[src/rtl/fetch_unit_pkg.sv]
// Shared definitions for the fetch and control stages: FSM states, opcode
// length classes and the two-byte instruction decoder.
package fetch_unit_pkg;

  typedef enum logic [1:0] {
    S_OP    = 2'd0,
    S_OD    = 2'd1,
    S_FLUSH = 2'd2
  } fetch_state_t;

  localparam logic [7:0] OPC_NOP = 8'h00;

  // Exact two-byte opcodes
  localparam logic [7:0] OPC_2B_03 = 8'b0000_0011;
  localparam logic [7:0] OPC_2B_05 = 8'b0000_0101;

  // Two-byte classes matched on the upper five bits
  localparam logic [4:0] CLS_0000_1 = 5'b0000_1;
  localparam logic [4:0] CLS_0011_0 = 5'b0011_0;
  localparam logic [4:0] CLS_0101_1 = 5'b0101_1;
  localparam logic [4:0] CLS_1111_1 = 5'b1111_1;

  function automatic logic is_two_byte(input logic [7:0] opcode);
    logic [4:0] hi5;
    logic       hi_class;
    hi5      = opcode[7:3];
    // 1xxx_1_xxx is two-byte except the 1111_1_xxx group
    hi_class = opcode[7] && opcode[3] && (hi5 != CLS_1111_1);
    return (opcode == OPC_2B_03) || (opcode == OPC_2B_05) ||
           (hi5 == CLS_0000_1) || (hi5 == CLS_0011_0) ||
           (hi5 == CLS_0101_1) || hi_class;
  endfunction

endpackage

[src/rtl/fetch_unit_if.sv]
// Fetch-stage bus: program memory port on one side, control stage on the other.
interface fetch_unit_if #(
  parameter int ADDR_W = 8
);
  logic [ADDR_W-1:0] imem_addr;
  logic [7:0]        imem_data;
  logic              stall;
  logic              l_pc;
  logic [ADDR_W-1:0] pc_target;
  logic [7:0]        opcode_out;
  logic [7:0]        operand_out;
  logic [ADDR_W-1:0] ret_addr_out;
  logic              valid_out;

  modport master (
    output imem_addr, opcode_out, operand_out, ret_addr_out, valid_out,
    input  imem_data, stall, l_pc, pc_target
  );

  modport slave (
    input  imem_addr, opcode_out, operand_out, ret_addr_out, valid_out,
    output imem_data, stall, l_pc, pc_target
  );
endinterface

[src/rtl/fetch_pc_reg.sv]
// Program counter: load beats increment beats hold; increment wraps silently.
module fetch_pc_reg #(
  parameter int                ADDR_W   = 8,
  parameter logic [ADDR_W-1:0] RESET_PC = '0
) (
  input  logic              clk,
  input  logic              rst,
  input  logic              load,
  input  logic              inc,
  input  logic [ADDR_W-1:0] load_val,
  output logic [ADDR_W-1:0] pc,
  output logic [ADDR_W-1:0] pc_plus1
);
  logic [ADDR_W-1:0] pc_reg;

  assign pc_plus1 = pc_reg + ADDR_W'(1);
  assign pc       = pc_reg;

  always_ff @(posedge clk) begin
    if (rst) begin
      pc_reg <= RESET_PC;
    end else if (load) begin
      pc_reg <= load_val;
    end else if (inc) begin
      pc_reg <= pc_plus1;
    end
  end
endmodule

[src/rtl/fetch_unit.sv]
// Byte-serial instruction fetch: assembles one- and two-byte instructions
// from program memory and presents them registered to the control stage.
module fetch_unit
  import fetch_unit_pkg::*;
#(
  parameter int                ADDR_W   = 8,
  parameter logic [ADDR_W-1:0] RESET_PC = '0
) (
  input logic          clk,
  input logic          rst,
  fetch_unit_if.master bus
);
  fetch_state_t      state_reg, state_next;
  logic [7:0]        held_op_reg, held_op_next;
  logic [7:0]        opcode_reg, opcode_next;
  logic [7:0]        operand_reg, operand_next;
  logic [ADDR_W-1:0] ret_addr_reg, ret_addr_next;
  logic              valid_reg, valid_next;
  logic              pc_load, pc_inc;
  logic [ADDR_W-1:0] pc, pc_plus1;

  fetch_pc_reg #(
    .ADDR_W  (ADDR_W),
    .RESET_PC(RESET_PC)
  ) u_pc (
    .clk     (clk),
    .rst     (rst),
    .load    (pc_load),
    .inc     (pc_inc),
    .load_val(bus.pc_target),
    .pc      (pc),
    .pc_plus1(pc_plus1)
  );

  assign bus.imem_addr    = pc;
  assign bus.opcode_out   = opcode_reg;
  assign bus.operand_out  = operand_reg;
  assign bus.ret_addr_out = ret_addr_reg;
  assign bus.valid_out    = valid_reg;

  always_ff @(posedge clk) begin
    if (rst) begin
      state_reg    <= S_OP;
      held_op_reg  <= OPC_NOP;
      opcode_reg   <= OPC_NOP;
      operand_reg  <= 8'h00;
      ret_addr_reg <= RESET_PC;
      valid_reg    <= 1'b0;
    end else begin
      state_reg    <= state_next;
      held_op_reg  <= held_op_next;
      opcode_reg   <= opcode_next;
      operand_reg  <= operand_next;
      ret_addr_reg <= ret_addr_next;
      valid_reg    <= valid_next;
    end
  end

  always_comb begin
    state_next    = state_reg;
    held_op_next  = held_op_reg;
    opcode_next   = opcode_reg;
    operand_next  = operand_reg;
    ret_addr_next = ret_addr_reg;
    valid_next    = valid_reg;
    pc_load       = 1'b0;
    pc_inc        = 1'b0;

    if (bus.l_pc) begin
      // Redirect discards any half-fetched instruction
      pc_load      = 1'b1;
      state_next   = S_FLUSH;
      held_op_next = OPC_NOP;
      opcode_next  = OPC_NOP;
      operand_next = 8'h00;
      valid_next   = 1'b0;
    end else if (!bus.stall) begin
      unique case (state_reg)
        S_OP: begin
          pc_inc = 1'b1;
          if (is_two_byte(bus.imem_data)) begin
            held_op_next = bus.imem_data;
            opcode_next  = OPC_NOP;
            operand_next = 8'h00;
            valid_next   = 1'b0;
            state_next   = S_OD;
          end else begin
            opcode_next   = bus.imem_data;
            operand_next  = 8'h00;
            ret_addr_next = pc_plus1;
            valid_next    = 1'b1;
          end
        end
        S_OD: begin
          pc_inc        = 1'b1;
          opcode_next   = held_op_reg;
          operand_next  = bus.imem_data;
          ret_addr_next = pc_plus1;
          valid_next    = 1'b1;
          state_next    = S_OP;
        end
        S_FLUSH: begin
          opcode_next  = OPC_NOP;
          operand_next = 8'h00;
          valid_next   = 1'b0;
          state_next   = S_OP;
        end
        default: begin
          state_next = S_OP;
          valid_next = 1'b0;
        end
      endcase
    end
  end
endmodule
[src/flat_wrapper.sv]
// flat-port wrapper written by rule: the top's interface ports become plain ports
module fetch_unit_flat import fetch_unit_pkg::*;
#(
  parameter int                ADDR_W   = 8,
  parameter logic [ADDR_W-1:0] RESET_PC = '0
)
  (clk, rst, bus_imem_addr, bus_opcode_out, bus_operand_out, bus_ret_addr_out, bus_valid_out, bus_imem_data, bus_stall, bus_l_pc, bus_pc_target);
  fetch_unit_if #(.ADDR_W(ADDR_W)) bus_i ();
  input logic clk;
  input logic rst;
  output wire logic [$bits(bus_i.imem_addr)-1:0] bus_imem_addr;
  output wire logic [$bits(bus_i.opcode_out)-1:0] bus_opcode_out;
  output wire logic [$bits(bus_i.operand_out)-1:0] bus_operand_out;
  output wire logic [$bits(bus_i.ret_addr_out)-1:0] bus_ret_addr_out;
  output wire logic [$bits(bus_i.valid_out)-1:0] bus_valid_out;
  input wire logic [$bits(bus_i.imem_data)-1:0] bus_imem_data;
  input wire logic [$bits(bus_i.stall)-1:0] bus_stall;
  input wire logic [$bits(bus_i.l_pc)-1:0] bus_l_pc;
  input wire logic [$bits(bus_i.pc_target)-1:0] bus_pc_target;
  assign bus_imem_addr = bus_i.imem_addr;
  assign bus_opcode_out = bus_i.opcode_out;
  assign bus_operand_out = bus_i.operand_out;
  assign bus_ret_addr_out = bus_i.ret_addr_out;
  assign bus_valid_out = bus_i.valid_out;
  assign bus_i.imem_data = bus_imem_data;
  assign bus_i.stall = bus_stall;
  assign bus_i.l_pc = bus_l_pc;
  assign bus_i.pc_target = bus_pc_target;
  fetch_unit #(.ADDR_W(ADDR_W), .RESET_PC(RESET_PC)) u_core (.clk(clk), .rst(rst), .bus(bus_i));
endmodule
[config.mk]
export PLATFORM = sky130hd
export DESIGN_NAME = fetch_unit_flat
export DESIGN_NICKNAME = d
export VERILOG_FILES = /design/src/rtl/fetch_unit_pkg.sv /design/src/rtl/fetch_unit_if.sv /design/src/rtl/fetch_pc_reg.sv /design/src/rtl/fetch_unit.sv /design/src/flat_wrapper.sv
export SDC_FILE = /design/constraint.sdc
export NUM_CORES = 1
export LEC_CHECK = 0
export CAP_MARGIN = 10
export CORE_UTILIZATION = 48
export CTS_CLUSTER_SIZE = 14
export DETAILED_ROUTE_END_ITERATION = 6
export PLACE_DENSITY = 0.79
export SYNTH_ARGS = -nofsm -noshare
export SYNTH_HDL_FRONTEND = slang
export SYNTH_SLANG_ARGS = --single-unit
[constraint.sdc]
create_clock -name clk -period 2.1 [get_ports clk]
set_input_delay 0.315 -clock clk [delete_from_list [all_inputs] [get_ports clk]]
set_output_delay 0.315 -clock clk [all_outputs]
set_load 0.05 [all_outputs]
* Word level (Yosys, flattened, before mapping)
Cells that the tools add are included.
Cells by class: bitwise operators 2, multiplexer cells 17, eq/ne operators 12, reduce and logical (&&, ||, !) cells 21, $add $sub $neg 1
Operators by type and width (number):
- 2-to-1 mux 8 bit | 4
- one-hot mux 8 bit (2 select lines) | 2
- one-hot mux 8 bit (3 select lines) | 1
- adder 8 x 1 -> 8 bit (second input constant) | 1
- equality test 8 x 2 -> 1 bit (second input constant) | 1
- equality test 8 x 3 -> 1 bit (second input constant) | 1
- 2-to-1 mux 2 bit | 4
- AND reduction 2 bit | 4
- nonzero test 2 bit | 3
- OR reduction 2 bit | 3
- equality test 5 x 1 -> 1 bit (second input constant) | 1
- equality test 5 x 3 -> 1 bit (second input constant) | 1
- equality test 5 x 4 -> 1 bit (second input constant) | 1
- logical OR 1 bit | 5
- 2-to-1 mux 1 bit | 5
- inequality test 5 bit (second input constant) | 1
- inequality test 2 x 1 -> 1 bit (second input constant) | 2
- AND reduction 4 bit | 1
- inequality test 3 x 2 -> 1 bit (second input constant) | 1
- AND reduction 3 bit | 1
- nonzero test 3 bit | 1
- equality test 2 x 1 -> 1 bit (second input constant) | 1
- equality test 2 bit (second input constant) | 1
- logical AND 1 bit | 2
- 4 further kinds | 5
Storage, ports and cells: output and inout bits 33, input port bits 20, word-level logic and storage cells 61, register bits after elaboration 43

* Logic depth before layout (Yosys ltp)
Gate-level depths: netlist of run 1.
word-level depth 10, mapped depth 9, gate-level depth less buffers 7

* By module
Synthesis of run 1 repeated with hierarchy kept, for this count alone.
Second synthesis, totals: cells, all modules 245, area, all modules 2085.8 um^2
By module, submodules not included:
- fetch_unit | times used 1, sequential area each 700.7 um^2, cells each 180, area each 1554.0 um^2
- fetch_pc_reg | times used 1, sequential area each 160.2 um^2, cells each 65, area each 531.8 um^2

* Worst setup path before layout of run 1
OpenSTA, ideal clock, no wires.
kind flip-flop to flip-flop, start reg u_core.u_pc.pc_reg[0] (netlist: u_core.u_pc.pc[0]), end reg u_core.u_pc.pc_reg[6] (netlist: u_core.u_pc.pc[6]), path buffers 0, library setup time 127 ps, arrival time 1697 ps, cell stages (with the launch flop) 7, clock period less this slack 1824 ps, setup slack 276 ps, cell sequence dfxtp_1 > ha_1 > nand3_1 > nor3_1 > xnor2_1 > o21ai_0 > nor2b_1
Between the ends: longest elaborated chain between the ends 3
RTL lines:
- from (decl) | RTL line fetch_pc_reg.sv:14 | logic [ADDR_W-1:0] pc_reg;
- from (signal assigned) | RTL line fetch_pc_reg.sv:23 | pc_reg <= load_val;
- from (signal assigned) | RTL line fetch_pc_reg.sv:25 | pc_reg <= pc_plus1;
- adder 8 x 1 -> 8 bit | RTL line fetch_pc_reg.sv:16 | assign pc_plus1 = pc_reg + ADDR_W'(1);
- 2-to-1 mux 8 bit | RTL line fetch_pc_reg.sv:24 | end else if (inc) begin
- 2-to-1 mux 8 bit | RTL line fetch_pc_reg.sv:22 | end else if (load) begin
Every way passes these cells. The select of a mux whose other input is x is not followed. A chain may end at the register's enable or synchronous reset.

* Final worst setup path of run 1
start in bus_imem_data[7], end reg u_core.ret_addr_reg[5] (netlist: u_core.bus.ret_addr_out[5])
Between the ends: longest elaborated chain between the ends 8, elaborated cells on any way between the ends 15, those cells by class 7 x eq/ne; 8 x reduce/logical
RTL lines:
- from (decl) | RTL line flat_wrapper.sv:16 | input wire logic [$bits(bus_i.imem_data)-1:0] bus_imem_data;
- equality test 8 x 2 -> 1 bit or equality test 8 x 3 -> 1 bit (tied branches) | RTL line fetch_unit_pkg.sv:29 | return (opcode == OPC_2B_03) || (opcode == OPC_2B_05) ||
- logical OR 1 bit (2 in series) | RTL line fetch_unit_pkg.sv:29
- logical OR 1 bit (2 in series) | RTL line fetch_unit_pkg.sv:30 | (hi5 == CLS_0000_1) || (hi5 == CLS_0011_0) ||
- logical OR 1 bit * | RTL line fetch_unit_pkg.sv:31 | (hi5 == CLS_0101_1) || hi_class;
- inequality test 2 bit (no line) *
- AND reduction 4 bit (no line) *
- to (signal assigned) | RTL line fetch_unit.sv:54 | ret_addr_reg <= ret_addr_next;
- to (decl) | RTL line fetch_unit.sv:17 | logic [ADDR_W-1:0] ret_addr_reg, ret_addr_next;
Mark *: on every way between the ends. The rest lies on a longest branch, timed or not.

==> run_results.csv, run 1 <==
group,metric,value,unit
synth,ys_ff_latch,43,
critical_path,end_kind,"flip-flop",
grt,antenna_found_initial,0,
critical_path,worst_ep_required_time,2.30,ns
final_layout,final_common_cell,"clkdlybuf4s50_1",
grt,grt_pass1_wl,7910,um
worst_hold_path,holdPathStages,2,
synth,syn_area,2000,um2
grt,grt_pass1_vias,1708,
clocking,cts_made_buffers,5,
synth,synthTopCellsByArea,"dfxtp_1 43%, nor2_1 5.8%, a21oi_1 5.0%",
final_layout,finalCoreUtilization,0.694,
synth,ys_types,41,
synth,synth_largest_area_cell,"dfxtp_1",
clocking,clk_latency,0.30,ns
clocking,clk_pin_slew_worst_paths,0.08,ns
power,p_per_area,715,nW/um2
detailed_routing,finalWirelength,4810,um
place,placed_cell_area,2660,um2
worst_hold_path,min-delay-path-class,"flip-flop to flip-flop",
critical_path,crit_path_start_kind,"primary input",
clocking,cts_max_level,2,
synth,synth_nets,261,
detailed_routing,vias,1898,
timing,drv_slew,0,
timing,final.min_clock_period,1.95,ns
die,die_area,4420,um2
timing,fmax,512,MHz
timing,tns,0,ns
synth,ys.flop_type,"dfxtp_1",
final_layout,nFillCells,322,
die,fp.dieH,66.5,um
synth,syn_inst,236,
critical_path,crit_fanout,13,
die,dieWidth,66.5,um
synth,ys_seq_area_frac,0.431,
die,initial_core_util,0.499,
final_layout,seq_area,861,um2
detailed_routing,detail-route-antenna-nets,0,
place,place_congestion,0.803,
final_layout,area_growth,39.2,%
detailed_routing,drc_errors,0,
clocking,root_buffer,"clkbuf_8",
timing,worst_pin_slew,0.523,ns
synth,yosysWarnings,0,
grt,grt_max_degree,26,
final_layout,multi_input_area,1040,um2
detailed_routing,drt-wirelength-per-cell,13.7,um
detailed_routing,dr.pass1.iters,4,
place,io_buffers,52,
critical_path,crit_type,"primary input to flip-flop",
clocking,clock_path_buffers,2,
synth,syn_area_per_cell,8.46,um2
die,std_cell_rows,23,
timing,slew_headroom,0.651,
critical_path,reg2reg_depth,8,
detailed_routing,viasPerCell,5.41,
synth,synthArstFlopShare,0,
power,peakVddDrop,0.584,mV
power,p_leak,0.998,nW
die,pin_count,53,
timing,clock_skew,0.00685,ns
run_status,status,"finished, final reports clean",
grt,grt.total_usage,0.238,
synth,synth-edff-count,0,
clocking,clock_sinks,43,
timing,setup_viol,0,
job,cap_violations,0,
die,coreArea,4000,um2
timing,fin_crit_sh,0.931,
detailed_routing,drt_iter0_drc,176,
grt,overflow,0,
final_layout,drive_gt1_frac,0.126,
timing,rsz0062_at_grt,"false",
final_layout,antenna-diode-count,0,
final_layout,layout.nets,325,
final_layout,final_cell_mix,"52 x clkdlybuf4s50_1, 43 x dfxtp_1, 31 x nor2_1, 20 x a21oi_1, 20 x buf_4",
synth,synth_top_area_frac,0.431,
place,dpl.hpwl,3430,um
timing,finalHoldViolations,0,
critical_path,crit_arrival,2.16,ns
clocking,cts_tree,"yes",
final_layout,fin_area,2780,um2
[synthesized netlist by cell type, types with 2 or more instances]
cell,count
nand2_1,14
dfxtp_1,43
o21ai_0,19
a22oi_1,8
or3_1,4
clkbuf_1,10
nand3_1,11
buf_6,2
and2_1,2
buf_1,2
nor2_1,31
inv_1,6
a221oi_1,7
xnor2_1,7
nor3_1,3
nor2b_1,4
xor2_1,4
o21ai_1,8
ha_1,5
a311oi_1,6
a21oi_1,20
[power breakdown]
part / internal [W] / total (W) / switching (W)
Combinational: 0.000176 / 0.000432 / 0.000256
Sequential: 0.000850 / 0.000878 / 0.0000283
Clock: 0.000385 / 0.000677 / 0.000292
[cells by family after synthesis]
family | share of synthesized area
AND/OR/NAND/NOR | 0.188
AO/OA/AOI/OAI | 0.248
flip-flops | 0.431
buffers and inverters | 0.0476
XOR/XNOR | 0.0483
adder cells (fa/ha/maj) | 0.0313
multiplexers | 0.00502
[what timing repair did]
item	CTS	global route
gates resized for setup	0	1
hold buffers	0	0
buffers inserted	0	0
endpoints found under the setup margin	0	8
[area by class of cell]
class	instances	share of cell area
sequential	43	0.310
clock inverter	2	0.0126
multi-input combinational	172	0.376
clock buffer	6	0.0297
timing repair buffer	72	0.241
tap	50	0.0225
inverter	6	0.00811
[path summary, 6_finish.rpt]
path | from | end | slack (ns)
worst max-delay path | bus_imem_data[7] | u_core.bus.ret_addr_out[5] | 0.15
worst max register to register | u_core.state_reg[0] | u_core.held_op_reg[7] | 0.34
worst min-delay path | u_core.held_op_reg[7] | u_core.held_op_reg[7] | 0.45
worst min register to register | u_core.held_op_reg[7] | u_core.held_op_reg[7] | 0.45
[metrics by stage]
stage	hold slack, ns	instances	setup WS (ns)	total power (W)
after global placement	0.436	343	-0.0544	0.00132
after floorplan	0.428	236	0.276	0.00116
after CTS	0.452	351	0.0655	0.00200
after detailed placement	0.440	343	-0.170	0.00132
after global routing	0.464	351	0.0132	0.00207
final	0.450	351	0.146	0.00199
[worst max-delay path, cell delays in order]
cell             delay (ns)
clkdlybuf4s50_1        0.60
nor2_2                 0.10
a311o_1                0.38
buf_4                  0.16
nand4_2                0.21
a21oi_1                0.11
a311oi_1               0.28
[routing by layer]
layer	part of all wire	GRT usage	vias up
met5	0	0	-
met4	0.021	0.117	0
met3	0.051	0.0479	9
met2	0.47	0.384	56
met1	0.46	0.299	860
li1	-	-	973
Power figures use the tool's default switching activity.
==> run 2: changes to the inputs <==
--- a/config.mk
+++ b/config.mk
@@ -6,10 +6,10 @@
 export NUM_CORES = 1
 export LEC_CHECK = 0
 export CAP_MARGIN = 10
-export CORE_UTILIZATION = 48
+export CORE_UTILIZATION = 40
 export CTS_CLUSTER_SIZE = 14
 export DETAILED_ROUTE_END_ITERATION = 6
-export PLACE_DENSITY = 0.79
+export PLACE_DENSITY = 0.68
 export SYNTH_ARGS = -nofsm -noshare
 export SYNTH_HDL_FRONTEND = slang
 export SYNTH_SLANG_ARGS = --single-unit
==> run 2 against run 1 <==
Effect of this change: flip-flop and latch count stayed put; via count decreased by 1.4%; combinational power hardly changed; wire length grew 1.1%; die area up 19%; highest routed layer unchanged; maximum frequency up 1.3%.
==> run_results.csv, run 2 (synthesis results as in run 1) <==
group,metric,value,unit
final_layout,antenna-diode-count,0,
place,dpl.hpwl,3470,um
timing,drv_slew,0,
power,pwr-share-clk,0.338,
timing,clock_skew,0.00808,ns
power,comb_power_share,0.219,
clocking,root_buffer,"clkbuf_8",
clocking,clock_path_buffers,2,
critical_path,crit_path_start_kind,"primary input",
detailed_routing,drt-wirelength-per-cell,13.2,um
die,coreArea,4750,um2
critical_path,r2r_setup_slack,0.32,ns
grt,grt_max_degree,26,
timing,final.min_clock_period,1.93,ns
grt,grt_pass1_wl,7990,um
clocking,cts_hold_buffers,0,
timing,slew_headroom,0.661,
die,std_cell_rows,25,
critical_path,crit_type,"primary input to flip-flop",
detailed_routing,dr.pass1.iters,4,
place,place_congestion,0.791,
timing,worst_pin_slew,0.507,ns
die,dieWidth,72.6,um
die,die_area,5280,um2
detailed_routing,detail-route-antenna-nets,0,
final_layout,nFillCells,455,
critical_path,crit_arrival,2.16,ns
power,intPower,0.00141,W
detailed_routing,drc_errors,0,
final_layout,drive_gt1_frac,0.129,
power,p_leak,1.00,nW
detailed_routing,finalWirelength,4860,um
worst_hold_path,min-delay-path-class,"flip-flop to flip-flop",
final_layout,final_cell_mix,"52 x clkdlybuf4s50_1, 43 x dfxtp_1, 31 x nor2_1, 21 x buf_4, 20 x a21oi_1",
place,placed_cell_area,2690,um2
die,fp.dieH,72.6,um
final_layout,layout.nets,326,
clocking,cts_max_level,2,
timing,fmax,518,MHz
run_status,status,"finished, final reports clean",
clocking,cts_made_buffers,5,
clocking,clk_pin_slew_worst_paths,0.08,ns
power,p_sw,0.000568,W
grt,antenna_found_initial,0,
power,peakVddDrop,0.337,mV
clocking,clock_sinks,43,
critical_path,crit_fanout,17,
final_layout,final_common_cell,"clkdlybuf4s50_1",
critical_path,end_kind,"flip-flop",
timing,tns,0,ns
final_layout,finalCoreUtilization,0.590,
grt,grt_pass1_vias,1712,
critical_path,worst_ep_required_time,2.33,ns
power,power.total,0.00198,W
grt,grt.total_usage,0.195,
power,p_per_area,705,nW/um2
final_layout,area_growth,40.6,%
die,initial_core_util,0.420,
job,cap_violations,0,
final_layout,multi_input_area,1040,um2
place,io_buffers,52,
clocking,clk_latency,0.30,ns
final_layout,fin_area,2810,um2
power,seqPwrFrac,0.444,
final_layout,seq_area,861,um2
detailed_routing,vias,1871,
final_layout,layoutNonFillerInstCount,369,
timing,fin_crit_sh,0.919,
timing,setup_viol,0,
grt,overflow,0,
detailed_routing,drt_iter0_drc,105,
place,placed_cells,361,
die,pin_count,53,
clocking,cts_tree,"yes",
detailed_routing,viasPerCell,5.07,
power,switching_share,0.287,
timing,rsz0062_at_grt,"false",
timing,finalHoldViolations,0,
## run 2: layout make-up
cell class | count | area share
Clock inverter | 2 | 0.0125
Multi-Input combinational cell | 172 | 0.372
Timing Repair Buffer | 73 | 0.242
Clock buffer | 6 | 0.0294
Tap cell | 67 | 0.0299
Inverter | 6 | 0.00802
Sequential cell | 43 | 0.307
## run 2: layer usage
layer	global-route usage	up-vias	wire length [um]
met3	0.0414	6	223
met5	0	-	0
met1	0.259	853	2330
li1	-	969	-
met2	0.319	43	2250
met4	0.0588	0	62
## run 2: repair_timing
action | in CTS | in global routing
buffers inserted | 0 | 0
endpoints found under the setup margin | 0 | 5
resized for setup | 0 | 1
## run 2: final timing paths
check	from	end	depth (start not counted)
max	bus_imem_data[7]	u_core.held_op_reg[6]	6
min	u_core.held_op_reg[6]	u_core.held_op_reg[6]	2
min reg2reg	u_core.held_op_reg[6]	u_core.held_op_reg[6]	2
max reg2reg	u_core.state_reg[0]	u_core.held_op_reg[6]	8
## run 2: worst max-delay path: stages
cell             delay, ns
clkdlybuf4s50_1       0.50
nor2_2                0.22
a311o_1               0.33
and4_1                0.56
nand3_1               0.15
o21ai_1               0.09
## run 2: power groups by stage
stage / sequential [W] / clock, W / combinational (W)
detailed placement: 0.000897 / 0 / 0.000430
CTS: 0.000878 / 0.000680 / 0.000433
finish: 0.000878 / 0.000668 / 0.000433
global route: 0.000883 / 0.000715 / 0.000467
global placement: 0.000897 / 0 / 0.000429
floorplan: 0.000993 / 0 / 0.000169
## run 2: metrics by stage
step                      hold slack (ns)  setup slack, ns
after CTS                           0.454            0.124
after global routing                0.472           0.0218
after floorplan                     0.428            0.276
final                               0.451            0.171
after detailed placement            0.440           -0.124
after global placement              0.436          -0.0769
